==> config.mk <==
export PLATFORM = sky130hd
export DESIGN_NAME = id_stage_flat
export DESIGN_NICKNAME = d
export VERILOG_FILES = /design/src/rtl/id_stage_if.sv /design/src/rtl/id_stage.sv /design/src/flat_wrapper.sv
export SDC_FILE = /design/constraint.sdc
export NUM_CORES = 1
export LEC_CHECK = 0
export BUFFER_PORTS_ARGS = -buffer_cell sky130_fd_sc_hd__buf_2
export CORE_UTILIZATION = 57
export CTS_BUF_LIST = sky130_fd_sc_hd__clkbuf_4 sky130_fd_sc_hd__clkbuf_8 sky130_fd_sc_hd__clkbuf_16
export DETAILED_ROUTE_END_ITERATION = 7
export PLACE_DENSITY = 0.83
export SETUP_SLACK_MARGIN = 0.2
export SLEW_MARGIN = 20
export SYNTH_ARGS = -nofsm -noshare
export SYNTH_HDL_FRONTEND = slang
export SYNTH_SLANG_ARGS = --single-unit
==> constraint.sdc <==
create_clock -name clk -period 5.9 [get_ports clk]
set_input_delay 1.475 -clock clk [delete_from_list [all_inputs] [get_ports clk]]
set_output_delay 1.475 -clock clk [all_outputs]
set_load 0.005 [all_outputs]
==> src/rtl/id_stage_if.sv <==
// Purpose: bundles the ID stage's pipeline-facing signals: the IF/ID payload,
//          hazard controls, status flags, write-back port, the combinational
//          hazard-unit taps, and the registered ID/EX outputs.
// Modports:
//   slave  - id_stage side (consumes IF/ID, WB, hazards; drives src*/ex_*)
//   master - surrounding pipeline side (the opposite directions)
interface id_stage_if #(
    parameter int unsigned DATA_W = 32
);
    logic [DATA_W-1:0] pc_in;
    logic [31:0]       instruction_in;
    logic              freeze;
    logic              flush;
    logic [3:0]        sr;
    logic              wb_wb_en;
    logic [3:0]        wb_dest;
    logic [DATA_W-1:0] wb_value;

    logic [3:0]        src1;
    logic [3:0]        src2;
    logic              two_src;

    logic [DATA_W-1:0] ex_pc;
    logic [DATA_W-1:0] ex_val_rn;
    logic [DATA_W-1:0] ex_val_rm;
    logic [3:0]        ex_cmd;
    logic              ex_wb_en;
    logic              ex_mem_r_en;
    logic              ex_mem_w_en;
    logic              ex_b;
    logic              ex_s;
    logic              ex_imm;
    logic [11:0]       ex_shift_operand;
    logic [23:0]       ex_imm24;
    logic [3:0]        ex_dest;

    modport slave (
        input  pc_in, instruction_in, freeze, flush, sr,
               wb_wb_en, wb_dest, wb_value,
        output src1, src2, two_src,
               ex_pc, ex_val_rn, ex_val_rm, ex_cmd,
               ex_wb_en, ex_mem_r_en, ex_mem_w_en, ex_b, ex_s, ex_imm,
               ex_shift_operand, ex_imm24, ex_dest
    );

    modport master (
        output pc_in, instruction_in, freeze, flush, sr,
               wb_wb_en, wb_dest, wb_value,
        input  src1, src2, two_src,
               ex_pc, ex_val_rn, ex_val_rm, ex_cmd,
               ex_wb_en, ex_mem_r_en, ex_mem_w_en, ex_b, ex_s, ex_imm,
               ex_shift_operand, ex_imm24, ex_dest
    );
endinterface

==> src/rtl/id_stage.sv <==
// Purpose: instruction decode stage of the 5-stage ARM-subset pipeline plus
//          the ID/EX pipeline register. Holds R0..R14, decodes controls,
//          evaluates the condition field against sr, and registers the
//          operands and controls for EX.
// Ports:
//   clk  - rising-edge clock
//   rst  - synchronous active-low reset
//   bus  - id_stage_if.slave: IF/ID inputs, hazards, write-back, src taps
//          (combinational) and the registered ex_* outputs
module id_stage #(
    parameter int unsigned REG_INIT_INDEX = 1,
    parameter int unsigned DATA_W         = 32
) (
    input  logic       clk,
    input  logic       rst,
    id_stage_if.slave  bus
);
    localparam int unsigned NUM_REGS = 15;
    localparam logic [3:0]  PC_IDX   = 4'd15;

    // Instruction fields
    logic [3:0]  cond;
    logic [1:0]  mode;
    logic        i_bit;
    logic [3:0]  opcode;
    logic        s_bit;
    logic [3:0]  rn;
    logic [3:0]  rd;
    logic        is_str;

    assign cond   = bus.instruction_in[31:28];
    assign mode   = bus.instruction_in[27:26];
    assign i_bit  = bus.instruction_in[25];
    assign opcode = bus.instruction_in[24:21];
    assign s_bit  = bus.instruction_in[20];
    assign rn     = bus.instruction_in[19:16];
    assign rd     = bus.instruction_in[15:12];
    assign is_str = (mode == 2'b01) && !s_bit;

    // Hazard-unit taps: STR reads Rd as its second source (the store data)
    assign bus.src1    = rn;
    assign bus.src2    = is_str ? rd : bus.instruction_in[3:0];
    assign bus.two_src = ((mode == 2'b00) && !i_bit) || is_str;

    // Register file R0..R14; index 15 is the pc and is never stored
    logic [DATA_W-1:0] rf [NUM_REGS];

    always_ff @(posedge clk) begin
        if (!rst) begin
            for (int i = 0; i < int'(NUM_REGS); i++) begin
                rf[i] <= (REG_INIT_INDEX != 0) ? DATA_W'(i) : '0;
            end
        end else if (bus.wb_wb_en && (bus.wb_dest != PC_IDX)) begin
            rf[bus.wb_dest] <= bus.wb_value;
        end
    end

    // Reads bypass a same-cycle write-back so WB->ID needs no stall
    logic [DATA_W-1:0] val_rn;
    logic [DATA_W-1:0] val_rm;

    assign val_rn = (rn == PC_IDX) ? bus.pc_in :
                    (bus.wb_wb_en && (bus.wb_dest == rn)) ? bus.wb_value : rf[rn];
    assign val_rm = (bus.src2 == PC_IDX) ? bus.pc_in :
                    (bus.wb_wb_en && (bus.wb_dest == bus.src2)) ? bus.wb_value : rf[bus.src2];

    // Condition evaluation on {N,Z,C,V}
    logic flag_n, flag_z, flag_c, flag_v;
    logic cond_ok;

    assign {flag_n, flag_z, flag_c, flag_v} = bus.sr;

    always_comb begin
        cond_ok = 1'b0;
        case (cond)
            4'b0000: cond_ok = flag_z;
            4'b0001: cond_ok = !flag_z;
            4'b0010: cond_ok = flag_c;
            4'b0011: cond_ok = !flag_c;
            4'b0100: cond_ok = flag_n;
            4'b0101: cond_ok = !flag_n;
            4'b0110: cond_ok = flag_v;
            4'b0111: cond_ok = !flag_v;
            4'b1000: cond_ok = flag_c && !flag_z;
            4'b1001: cond_ok = !flag_c || flag_z;
            4'b1010: cond_ok = (flag_n == flag_v);
            4'b1011: cond_ok = (flag_n != flag_v);
            4'b1100: cond_ok = !flag_z && (flag_n == flag_v);
            4'b1101: cond_ok = flag_z || (flag_n != flag_v);
            4'b1110: cond_ok = 1'b1;
            default: cond_ok = 1'b0;
        endcase
    end

    // Control decode; a failed condition kills side effects but keeps cmd
    logic [3:0] cmd;
    logic       wb_en, mem_r_en, mem_w_en, b, s;

    always_comb begin
        cmd      = 4'b0000;
        wb_en    = 1'b0;
        mem_r_en = 1'b0;
        mem_w_en = 1'b0;
        b        = 1'b0;
        s        = 1'b0;
        case (mode)
            2'b00: begin
                wb_en = 1'b1;
                s     = s_bit;
                case (opcode)
                    4'b1101: cmd = 4'b0001;
                    4'b1111: cmd = 4'b1001;
                    4'b0100: cmd = 4'b0010;
                    4'b0101: cmd = 4'b0011;
                    4'b0010: cmd = 4'b0100;
                    4'b0110: cmd = 4'b0101;
                    4'b0000: cmd = 4'b0110;
                    4'b1100: cmd = 4'b0111;
                    4'b0001: cmd = 4'b1000;
                    4'b1010: begin cmd = 4'b0100; wb_en = 1'b0; end
                    4'b1000: begin cmd = 4'b0110; wb_en = 1'b0; end
                    default: begin wb_en = 1'b0; s = 1'b0; end
                endcase
            end
            2'b01: begin
                cmd = 4'b0010;
                if (s_bit) begin
                    mem_r_en = 1'b1;
                    wb_en    = 1'b1;
                end else begin
                    mem_w_en = 1'b1;
                end
            end
            2'b10: b = 1'b1;
            default: ;
        endcase
        if (!cond_ok) begin
            wb_en    = 1'b0;
            mem_r_en = 1'b0;
            mem_w_en = 1'b0;
            b        = 1'b0;
            s        = 1'b0;
        end
    end

    // ID/EX register; freeze/flush insert a bubble by clearing cmd and controls
    always_ff @(posedge clk) begin
        if (!rst) begin
            bus.ex_pc            <= '0;
            bus.ex_val_rn        <= '0;
            bus.ex_val_rm        <= '0;
            bus.ex_cmd           <= '0;
            bus.ex_wb_en         <= 1'b0;
            bus.ex_mem_r_en      <= 1'b0;
            bus.ex_mem_w_en      <= 1'b0;
            bus.ex_b             <= 1'b0;
            bus.ex_s             <= 1'b0;
            bus.ex_imm           <= 1'b0;
            bus.ex_shift_operand <= '0;
            bus.ex_imm24         <= '0;
            bus.ex_dest          <= '0;
        end else begin
            bus.ex_pc            <= bus.pc_in;
            bus.ex_val_rn        <= val_rn;
            bus.ex_val_rm        <= val_rm;
            bus.ex_imm           <= i_bit;
            bus.ex_shift_operand <= bus.instruction_in[11:0];
            bus.ex_imm24         <= bus.instruction_in[23:0];
            bus.ex_dest          <= rd;
            if (bus.freeze || bus.flush) begin
                bus.ex_cmd      <= '0;
                bus.ex_wb_en    <= 1'b0;
                bus.ex_mem_r_en <= 1'b0;
                bus.ex_mem_w_en <= 1'b0;
                bus.ex_b        <= 1'b0;
                bus.ex_s        <= 1'b0;
            end else begin
                bus.ex_cmd      <= cmd;
                bus.ex_wb_en    <= wb_en;
                bus.ex_mem_r_en <= mem_r_en;
                bus.ex_mem_w_en <= mem_w_en;
                bus.ex_b        <= b;
                bus.ex_s        <= s;
            end
        end
    end

endmodule

==> src/flat_wrapper.sv <==
// flat-port wrapper written by rule: the top's interface ports become plain ports
module id_stage_flat 
#(
    parameter int unsigned REG_INIT_INDEX = 1,
    parameter int unsigned DATA_W         = 32
)
  (clk, rst, bus_pc_in, bus_instruction_in, bus_freeze, bus_flush, bus_sr, bus_wb_wb_en, bus_wb_dest, bus_wb_value, bus_src1, bus_src2, bus_two_src, bus_ex_pc, bus_ex_val_rn, bus_ex_val_rm, bus_ex_cmd, bus_ex_wb_en, bus_ex_mem_r_en, bus_ex_mem_w_en, bus_ex_b, bus_ex_s, bus_ex_imm, bus_ex_shift_operand, bus_ex_imm24, bus_ex_dest);
  id_stage_if #(.DATA_W(DATA_W)) bus_i ();
  input  logic clk;
  input  logic rst;
  input wire logic [$bits(bus_i.pc_in)-1:0] bus_pc_in;
  input wire logic [$bits(bus_i.instruction_in)-1:0] bus_instruction_in;
  input wire logic [$bits(bus_i.freeze)-1:0] bus_freeze;
  input wire logic [$bits(bus_i.flush)-1:0] bus_flush;
  input wire logic [$bits(bus_i.sr)-1:0] bus_sr;
  input wire logic [$bits(bus_i.wb_wb_en)-1:0] bus_wb_wb_en;
  input wire logic [$bits(bus_i.wb_dest)-1:0] bus_wb_dest;
  input wire logic [$bits(bus_i.wb_value)-1:0] bus_wb_value;
  output wire logic [$bits(bus_i.src1)-1:0] bus_src1;
  output wire logic [$bits(bus_i.src2)-1:0] bus_src2;
  output wire logic [$bits(bus_i.two_src)-1:0] bus_two_src;
  output wire logic [$bits(bus_i.ex_pc)-1:0] bus_ex_pc;
  output wire logic [$bits(bus_i.ex_val_rn)-1:0] bus_ex_val_rn;
  output wire logic [$bits(bus_i.ex_val_rm)-1:0] bus_ex_val_rm;
  output wire logic [$bits(bus_i.ex_cmd)-1:0] bus_ex_cmd;
  output wire logic [$bits(bus_i.ex_wb_en)-1:0] bus_ex_wb_en;
  output wire logic [$bits(bus_i.ex_mem_r_en)-1:0] bus_ex_mem_r_en;
  output wire logic [$bits(bus_i.ex_mem_w_en)-1:0] bus_ex_mem_w_en;
  output wire logic [$bits(bus_i.ex_b)-1:0] bus_ex_b;
  output wire logic [$bits(bus_i.ex_s)-1:0] bus_ex_s;
  output wire logic [$bits(bus_i.ex_imm)-1:0] bus_ex_imm;
  output wire logic [$bits(bus_i.ex_shift_operand)-1:0] bus_ex_shift_operand;
  output wire logic [$bits(bus_i.ex_imm24)-1:0] bus_ex_imm24;
  output wire logic [$bits(bus_i.ex_dest)-1:0] bus_ex_dest;
  assign bus_i.pc_in = bus_pc_in;
  assign bus_i.instruction_in = bus_instruction_in;
  assign bus_i.freeze = bus_freeze;
  assign bus_i.flush = bus_flush;
  assign bus_i.sr = bus_sr;
  assign bus_i.wb_wb_en = bus_wb_wb_en;
  assign bus_i.wb_dest = bus_wb_dest;
  assign bus_i.wb_value = bus_wb_value;
  assign bus_src1 = bus_i.src1;
  assign bus_src2 = bus_i.src2;
  assign bus_two_src = bus_i.two_src;
  assign bus_ex_pc = bus_i.ex_pc;
  assign bus_ex_val_rn = bus_i.ex_val_rn;
  assign bus_ex_val_rm = bus_i.ex_val_rm;
  assign bus_ex_cmd = bus_i.ex_cmd;
  assign bus_ex_wb_en = bus_i.ex_wb_en;
  assign bus_ex_mem_r_en = bus_i.ex_mem_r_en;
  assign bus_ex_mem_w_en = bus_i.ex_mem_w_en;
  assign bus_ex_b = bus_i.ex_b;
  assign bus_ex_s = bus_i.ex_s;
  assign bus_ex_imm = bus_i.ex_imm;
  assign bus_ex_shift_operand = bus_i.ex_shift_operand;
  assign bus_ex_imm24 = bus_i.ex_imm24;
  assign bus_ex_dest = bus_i.ex_dest;
  id_stage #(.REG_INIT_INDEX(REG_INIT_INDEX), .DATA_W(DATA_W)) u_core (.clk(clk), .rst(rst), .bus(bus_i));
endmodule
-- Word level (Yosys, flattened, before mapping)
Memory sizes are Yosys's and may differ from the RTL's.
Cells that the tools add are included.
- add/subtract/negate cells: 0
- multiply operators: 0
- div/mod/pow operators: 0
- order comparisons: 0
- equal/unequal tests: 33
- shifts and indexed selects: 0
- multiplexer cells: 20
- bitwise operators: 5
- reductions and logical operators: 29
- operators by type and width (operator ; number):
    2-to-1 mux 32 bit ; 5
    equality test 4 bit (second input constant) ; 14
    case mux 4 bit (9 select lines) ; 1
    OR reduction 32 bit ; 1
    equality test 4 x 3 -> 1 bit (second input constant) ; 7
    case mux 1 bit (15 select lines) ; 1
    equality test 4 x 2 -> 1 bit (second input constant) ; 3
    OR reduction 11 bit ; 1
    2-to-1 mux 1 bit ; 9
    OR reduction 9 bit ; 1
    equality test 4 x 1 -> 1 bit (second input constant) ; 2
    equality test 4 bit ; 2
    logical NOT 4 bit ; 2
    2-to-1 mux 4 bit ; 2
    case mux 4 bit (2 select lines) ; 1
    logical AND 1 bit ; 7
    logical NOT 1 bit ; 6
    OR reduction 2 bit ; 3
    inverter 1 bit ; 5
    OR reduction 5 bit ; 1
    logical OR 1 bit ; 4
    != test 4 bit (second input constant) ; 1
    OR reduction 4 bit ; 1
    OR reduction 3 bit ; 1
    other kinds (6) ; 6
- register bits: 146
- latch bits: 0
- RAM bits: 480
- ROM bits: 0
- input port bits: 109
- output and inout bits: 155
- logic and storage cells: 101
- memories: 1
- memories (memory ; depth ; width ; read ports ; clocked after memory_dff ; wr ports ; line ; RTL):
    u_core.rf ; 15 ; 32 ; 2 ; 0 ; 15 ; id_stage.sv:46 ; logic [DATA_W-1:0] rf [NUM_REGS];

-- Longest topological paths before layout
Gate-level depths: netlist of run 1.
- word-level depth: 7
- depth in mapped cells: 10

-- Worst setup path before layout of run 1
Ideal clock, no wire load.
- path type: input to register
- start point: input bus_wb_dest[3]
- end point: memory u_core.rf[1][0], enable pin
- setup time: 0.466 ns
- arrival: 4.480 ns
- path slack: 0.955 ns
- cell stages on the path: 4
- buffers on the path: 2
- cell sequence: clkbuf_1 or3_1 clkbuf_1 o21ai_0
- RTL lines (what ; line ; RTL):
    start: declaration ; flat_wrapper.sv:17 ; input wire logic [$bits(bus_i.wb_dest)-1:0] bus_wb_dest;
    end: declaration ; id_stage.sv:46 ;

-- Final worst setup path of run 1
- start point: input bus_instruction_in[26]
- end point: output bus_src2[0]
- word-level cells in the longest chain between the ends: 3
- RTL lines (what ; line ; RTL):
    start: declaration ; flat_wrapper.sv:12 ; input wire logic [$bits(bus_i.instruction_in)-1:0] bus_instruction_in;
    equality test 2 x 1 -> 1 bit ; id_stage.sv:38 ; assign is_str = (mode == 2'b01) && !s_bit;
    logical AND 1 bit ; id_stage.sv:38 ;
    2-to-1 mux 4 bit ; id_stage.sv:42 ; assign bus.src2 = is_str ? rd : bus.instruction_in[3:0];
    end: declaration ; flat_wrapper.sv:20 ; output wire logic [$bits(bus_i.src2)-1:0] bus_src2;
No other way between the ends.

==> flow_metrics.env, run 1 <==
export IMPL_drc=0
export IMPL_viasPerCell=7.199
export IMPL_tritoncts="done"
export IMPL_ctsHoldBuffers=0
export IMPL_dieArea_mm2=0.06368
export IMPL_core_area_mm2=0.06183
export IMPL_ys_seq_area_share_pct=50.32
export IMPL_layout_common_cells="edfxtp_1 (512), and2_1 (509), buf_2 (256)"
export IMPL_initial_core_util_pct=57.78
export IMPL_min_period_ps=4848
export IMPL_drv_cap=0
export IMPL_clockRootBuffer="clkbuf_16"
export IMPL_max_freq_ghz=0.2063
export IMPL_nFillCells=4360
export IMPL_clkTransAtPathRegs_ps=70
export IMPL_ys_types=56
export IMPL_met3_usage_pct=12.65
export IMPL_synth_warnings=0
export IMPL_slew_headroom_pct=21.57
export IMPL_worstPathRequired_ps=4430
export IMPL_cts_buffer_depth=3
export IMPL_synth_edff_count=512
export IMPL_layout_commonest_cell="edfxtp_1"
export IMPL_die_x_um=252.4
export IMPL_syn_inst=2856
export IMPL_p_total_mw=11.53
export IMPL_cts_sinks=642
export IMPL_crit_fanout=25
export IMPL_nets=3075
export IMPL_arrival_ps=3370
export IMPL_cp_start_kind="primary input"
export IMPL_async_flop_share_pct=0
export IMPL_ctsResizeCount=0
export IMPL_grt_max_degree=129
export IMPL_tns_ps=0
export IMPL_maxSlewViolCount=0
export IMPL_rsz0062_at_grt="no"
export IMPL_vias=27780
export IMPL_dp_final_hpwl_um=66290
export IMPL_endpoint_kind="primary output"
export IMPL_grt_util_met1_pct=44.25
export IMPL_antenna_found_initial=11
export IMPL_routedWlPerCell_um=30.14
export IMPL_grt_pass1_vias=27730
export IMPL_drtAntennaViolNets=0
export IMPL_place_congestion=0.9057
export IMPL_final_hold_violation_count=0
export IMPL_htree_levels=3
export IMPL_synthFlopType="edfxtp_1"
export IMPL_port_buffers=263
export IMPL_postCtsSetupRepairBufs=0
export IMPL_crit_type="primary input to primary output"
export IMPL_hold_depth=3
export IMPL_grt_pass1_wl_um=170400
export IMPL_synth_top_cells_by_area="edfxtp_1 (43%), mux4_2 (14%), and2_1 (8.9%)"
export IMPL_drtIter0Drc=4913
export IMPL_cellPowerDensity_mw_per_mm2=286.7
export IMPL_ir_drop_uv=188.8
export IMPL_synth_area_leader_cell="edfxtp_1"
export IMPL_syn_to_final_growth_pct=12.53
export IMPL_clock_latency_ps=620
export IMPL_finClkSkew_ps=16.92
export IMPL_syn_area_per_cell_um2=12.51
export IMPL_leakage_nw=14.48
export IMPL_worst_slew_pin_slew_ps=1176
export IMPL_floorplan_rows=91
export IMPL_finalSetupViolCount=0
export IMPL_cts_buffers=70
export IMPL_r2r_cells=6
export IMPL_top_usage_layer="met2"
export IMPL_die_h_um=252.4
export IMPL_synth_top_area_share_pct=43.04
export IMPL_num_io_pins=264
export IMPL_syn_cell_area_mm2=0.03572
export IMPL_ys_seq_elements=642
export IMPL_dr_pass1_iters=7
export IMPL_met2_usage_pct=55.66
export IMPL_drive_above_1_share_pct=26.32
export IMPL_grt_ovfl_total=0
export IMPL_gr_usage_all_layers_pct=36.28
export IMPL_outcome="finished, final reports clean"
export IMPL_fin_crit_sh_pct=82.16
export IMPL_hold_class="register to register"
export IMPL_routed_wl_um=116300
## layout make-up
type / instances / area (um2) / area share [%]
clock inverter: 29 / 287.8 / 0.7159
tap: 837 / 1047 / 2.605
sequential: 642 / 17980 / 44.72
antenna: 1 / 2.502 / 0.006225
clock buffer: 97 / 2079 / 5.173
multi-input combinational: 1911 / 16740 / 41.65
timing repair buffer: 330 / 2017 / 5.017
inverter: 11 / 45.04 / 0.1120
## where the power goes
| group | leakage (nW) | total, mW | switching [mW] | internal (mW) |
|---|---|---|---|---|
| clock | 1.18 | 4.54 | 1.85 | 2.69 |
| combinational | 7.31 | 1.62 | 0.935 | 0.683 |
| sequential | 5.99 | 5.37 | 0.192 | 5.18 |
## worst max-delay path, stage by stage
cell and delay (ps):
buf_2 170, nor3b_4 550, mux2i_4 340, clkinv_2 500, buf_2 320
## final timing paths
path	start	to	slack [ps]
setup reg to reg	u_core.rf[0][29]	u_core.bus.ex_val_rn[29]	3810
setup / recovery	bus_instruction_in[26]	bus_src2[0]	1050
hold reg to reg	u_core.rf[10][26]	u_core.bus.ex_val_rm[26]	760
hold / removal	u_core.rf[10][26]	u_core.bus.ex_val_rm[26]	760
## kinds of logic (layout without fill, tap and decap cells)
group | count (synthesis) | after routing | share of synthesized area, %
AND/OR/NAND/NOR | 871 | 871 | 14.16
flip-flops | 642 | 642 | 50.32
AO/OA/AOI/OAI | 517 | 517 | 9.604
multiplexers | 483 | 483 | 21.70
buffers and inverters | 334 | 467 | 4.003
XOR/XNOR | 8 | 8 | 0.1961
other | 1 | 33 | 0.01050
## layer usage
layer	vias to the layer above	routed length, um
met5	-	129
li1	11110	-
met1	13350	38060
met3	612	18390
met4	18	7332
met2	2686	52350
## registers in the layout (all words and copies together) (netlist names)
register and cells:
u_core.rf 512, u_core.bus.ex_pc 32, u_core.bus.ex_val_rm 32, u_core.bus.ex_val_rn 32, u_core.bus.ex_imm24 21, u_core.bus.ex_cmd 4, u_core.bus.ex_dest 3, u_core.bus.ex_b 1
u_core.bus.ex_imm 1, u_core.bus.ex_mem_r_en 1, u_core.bus.ex_mem_w_en 1, u_core.bus.ex_s 1, u_core.bus.ex_wb_en 1
## Yosys cell counts (3+ instances only)
cell       instances
nand4_1            5
buf_1             17
nand3_1            5
mux2_1            21
and2_1           509
or2_2              3
xnor2_1            4
a221oi_1          32
nand2_1           49
or3_1             25
a21oi_1          132
o22ai_1            3
edfxtp_1         512
xor2_1             4
o311ai_1          31
mux2_2            72
nor3_1            70
buf_6              3
dfxtp_1          130
nand2b_1          48
inv_1              9
o21ai_0           49
clkbuf_1         230
nor2_1            81
buf_2             49
nor2b_1           64
buf_4             24
mux4_2           223
a31oi_1          125
mux2i_1          166
a2111oi_0         31
o221ai_1           4
a32oi_1           30
a211oi_1          67
## stage by stage
step	cells	utilization [%]	setup slack (ps)	hold WS, ps	area [um2]
3_5_place_dp	3729	61.11	1035	760.5	37780
5_1_grt	3858	65.02	1022	832.4	40200
2_1_floorplan	2887	-	954.9	676.0	35840
3_3_place_gp	3729	61.10	1155	727.0	37780
6_report	3858	65.02	1052	763.4	40200
4_1_cts	3855	64.94	1103	764.5	40150
(Power assumes the default switching activity.)
==> inputs of run 2 (changes only) <==
- CORE_UTILIZATION: 57 -> 55
- PLACE_DENSITY: 0.83 -> 0.84
- clock period: 5.9 -> 4.4 ns (I/O delays scaled with it)
==> run 2 against run 1 <==
Compared with the run above:
- hold slack got worse by 79 ps
- sequential power increased by 34%
- largest cell class unchanged
- critical path type unchanged
- sequential share of layout area shrank 0.65 points
==> flow_metrics.env, run 2 (same netlist as run 1, synthesis figures left out) <==
export IMPL_ctsHoldBuffers=0
export IMPL_arrival_ps=2830
export IMPL_cts_buffer_depth=3
export IMPL_cp_start_kind="primary input"
export IMPL_grt_pass1_wl_um=171100
export IMPL_initial_core_util_pct=55.52
export IMPL_worst_slew_pin_slew_ps=1091
export IMPL_layout_common_cells="edfxtp_1 (512), and2_1 (509), buf_2 (256)"
export IMPL_die_h_um=256.9
export IMPL_outcome="finished, final reports clean"
export IMPL_slew_headroom_pct=27.26
export IMPL_finalSetupViolCount=0
export IMPL_dp_slack_ps=475.8
export IMPL_crit_family="buffers and inverters"
export IMPL_grt_ovfl_total=0
export IMPL_vias=27860
export IMPL_clockRootBuffer="clkbuf_16"
export IMPL_p_comb_share_pct=14.1
export IMPL_postLayoutSetupSlackWorst_ps=470.5
export IMPL_die_x_um=256.9
export IMPL_p_int_mw=11.69
export IMPL_drive_above_1_share_pct=27.52
export IMPL_swShare_pct=25.41
export IMPL_routedWlPerCell_um=29.57
export IMPL_routed_wl_um=116200
export IMPL_dieArea_mm2=0.06598
export IMPL_syn_to_final_growth_pct=14.20
export IMPL_power_frac_clock_pct=40.0
export IMPL_worstPathRequired_ps=3300
export IMPL_floorplan_rows=93
export IMPL_p_sw_mw=3.983
export IMPL_drc=0
export IMPL_clkTransAtPathRegs_ps=60
export IMPL_endpoint_kind="primary output"
export IMPL_final_hold_violation_count=0
export IMPL_place_congestion=0.8918
export IMPL_drtIter0Drc=4397
export IMPL_layout_commonest_cell="edfxtp_1"
export IMPL_cpMostUsedCell="buf_2"
export IMPL_ir_drop_uv=282.9
export IMPL_postCtsSetupRepairBufs=0
export IMPL_dr_pass1_iters=6
export IMPL_num_io_pins=264
export IMPL_cellPowerDensity_mw_per_mm2=384.3
export IMPL_fin_crit_sh_pct=89.31
export IMPL_grt_pass1_vias=27780
export IMPL_max_freq_ghz=0.2545
export IMPL_fin_util_pct=63.40
export IMPL_crit_type="primary input to primary output"
export IMPL_dp_final_hpwl_um=69800
export IMPL_dp_cells=3796
export IMPL_final_cells=3929
export IMPL_regMostFlops="u_core.rf"
export IMPL_seqPwrFrac_pct=45.9
export IMPL_drv_cap=0
export IMPL_antenna_found_initial=2
export IMPL_cts_sinks=642
export IMPL_ctsResizeCount=0
export IMPL_maxSlewViolCount=0
export IMPL_core_area_mm2=0.06435
export IMPL_min_period_ps=3929
export IMPL_viasPerCell=7.090
export IMPL_crit_fanout=10
export IMPL_cp_slowest_cell="nor3b_4"
export IMPL_slowest_delay_ps=660
export IMPL_finClkSkew_ps=27.87
export IMPL_critical_path_buf_inv_count=3
export IMPL_largest_reg_flops=512
export IMPL_leakage_nw=14.83
export IMPL_clock_latency_ps=620
export IMPL_grt_max_degree=84
export IMPL_nets=3123
export IMPL_cts_buffers=71
export IMPL_htree_levels=3
export IMPL_crit_chain="buf_2, nor3b_4, mux2i_4, clkinv_2, buf_2"
export IMPL_rsz0062_at_grt="no"
export IMPL_tritoncts="done"
export IMPL_drtAntennaViolNets=0
export IMPL_port_buffers=263
export IMPL_hold_class="primary input to register"
export IMPL_gr_usage_all_layers_pct=34.77
## run 2: cell count changes in the layout (fill, tap and decap cells not counted), sizes merged
cell / delta
buf: +47
clkbuf: +3
bufinv: +2
clkinvlp: -2
diode: +2
inv: +1
## run 2: per-layer routing
layer / track usage, % / up-vias / part of all wire, % / wire length, um
met5: 0 / - / 0.0095 / 11
met4: 21.96 / 2 / 6.7 / 7808
met3: 9.555 / 608 / 14 / 16150
met2: 54.50 / 2544 / 46 / 53210
met1: 42.72 / 13480 / 34 / 38990
li1: - / 11230 / - / -
## run 2: final cells by class
cell class                      count  area [um2]
Clock inverter                     30       346.6
Sequential cell                   642       17980
Antenna cell                        3       7.507
Tap cell                          855        1070
Timing Repair Buffer              377        2537
Fill cell                        4579       23550
Multi-Input combinational cell   1911       16690
Inverter                           11       45.04
Clock buffer                      100        2126
## run 2: worst paths after layout
kind / start / end / slack, ps / cells after the start
setup / recovery: bus_instruction_in[26] / bus_src2[0] / 470 / 5
hold / removal: bus_instruction_in[4] / u_core.bus.ex_imm24[4] / 680 / 2
setup reg to reg: u_core.rf[1][12] / u_core.bus.ex_val_rn[12] / 2310 / 6
hold reg to reg: u_core.rf[10][26] / u_core.bus.ex_val_rm[26] / 770 / 3
## run 2: power by group through the flow
stage,Clock (mW),Sequential [mW],Combinational [mW]
after floorplan,0,7.23,1.37
after CTS,6.28,7.18,2.16
after global placement,0,7.25,2.08
final,6.27,7.20,2.21
after detailed placement,0,7.30,2.14
after global routing,6.51,7.22,2.31
## run 2: through the flow
step	total power, mW	TNS, ps	area (um2)	hold WS (ps)
finish	15.68	0	40800	684.6
global route	16.04	0	40790	696.6
CTS	15.61	0	40790	665.2
detailed placement	9.438	0	38320	736.5
global placement	9.338	0	38320	734.5
floorplan	8.596	-16330	35840	676.0
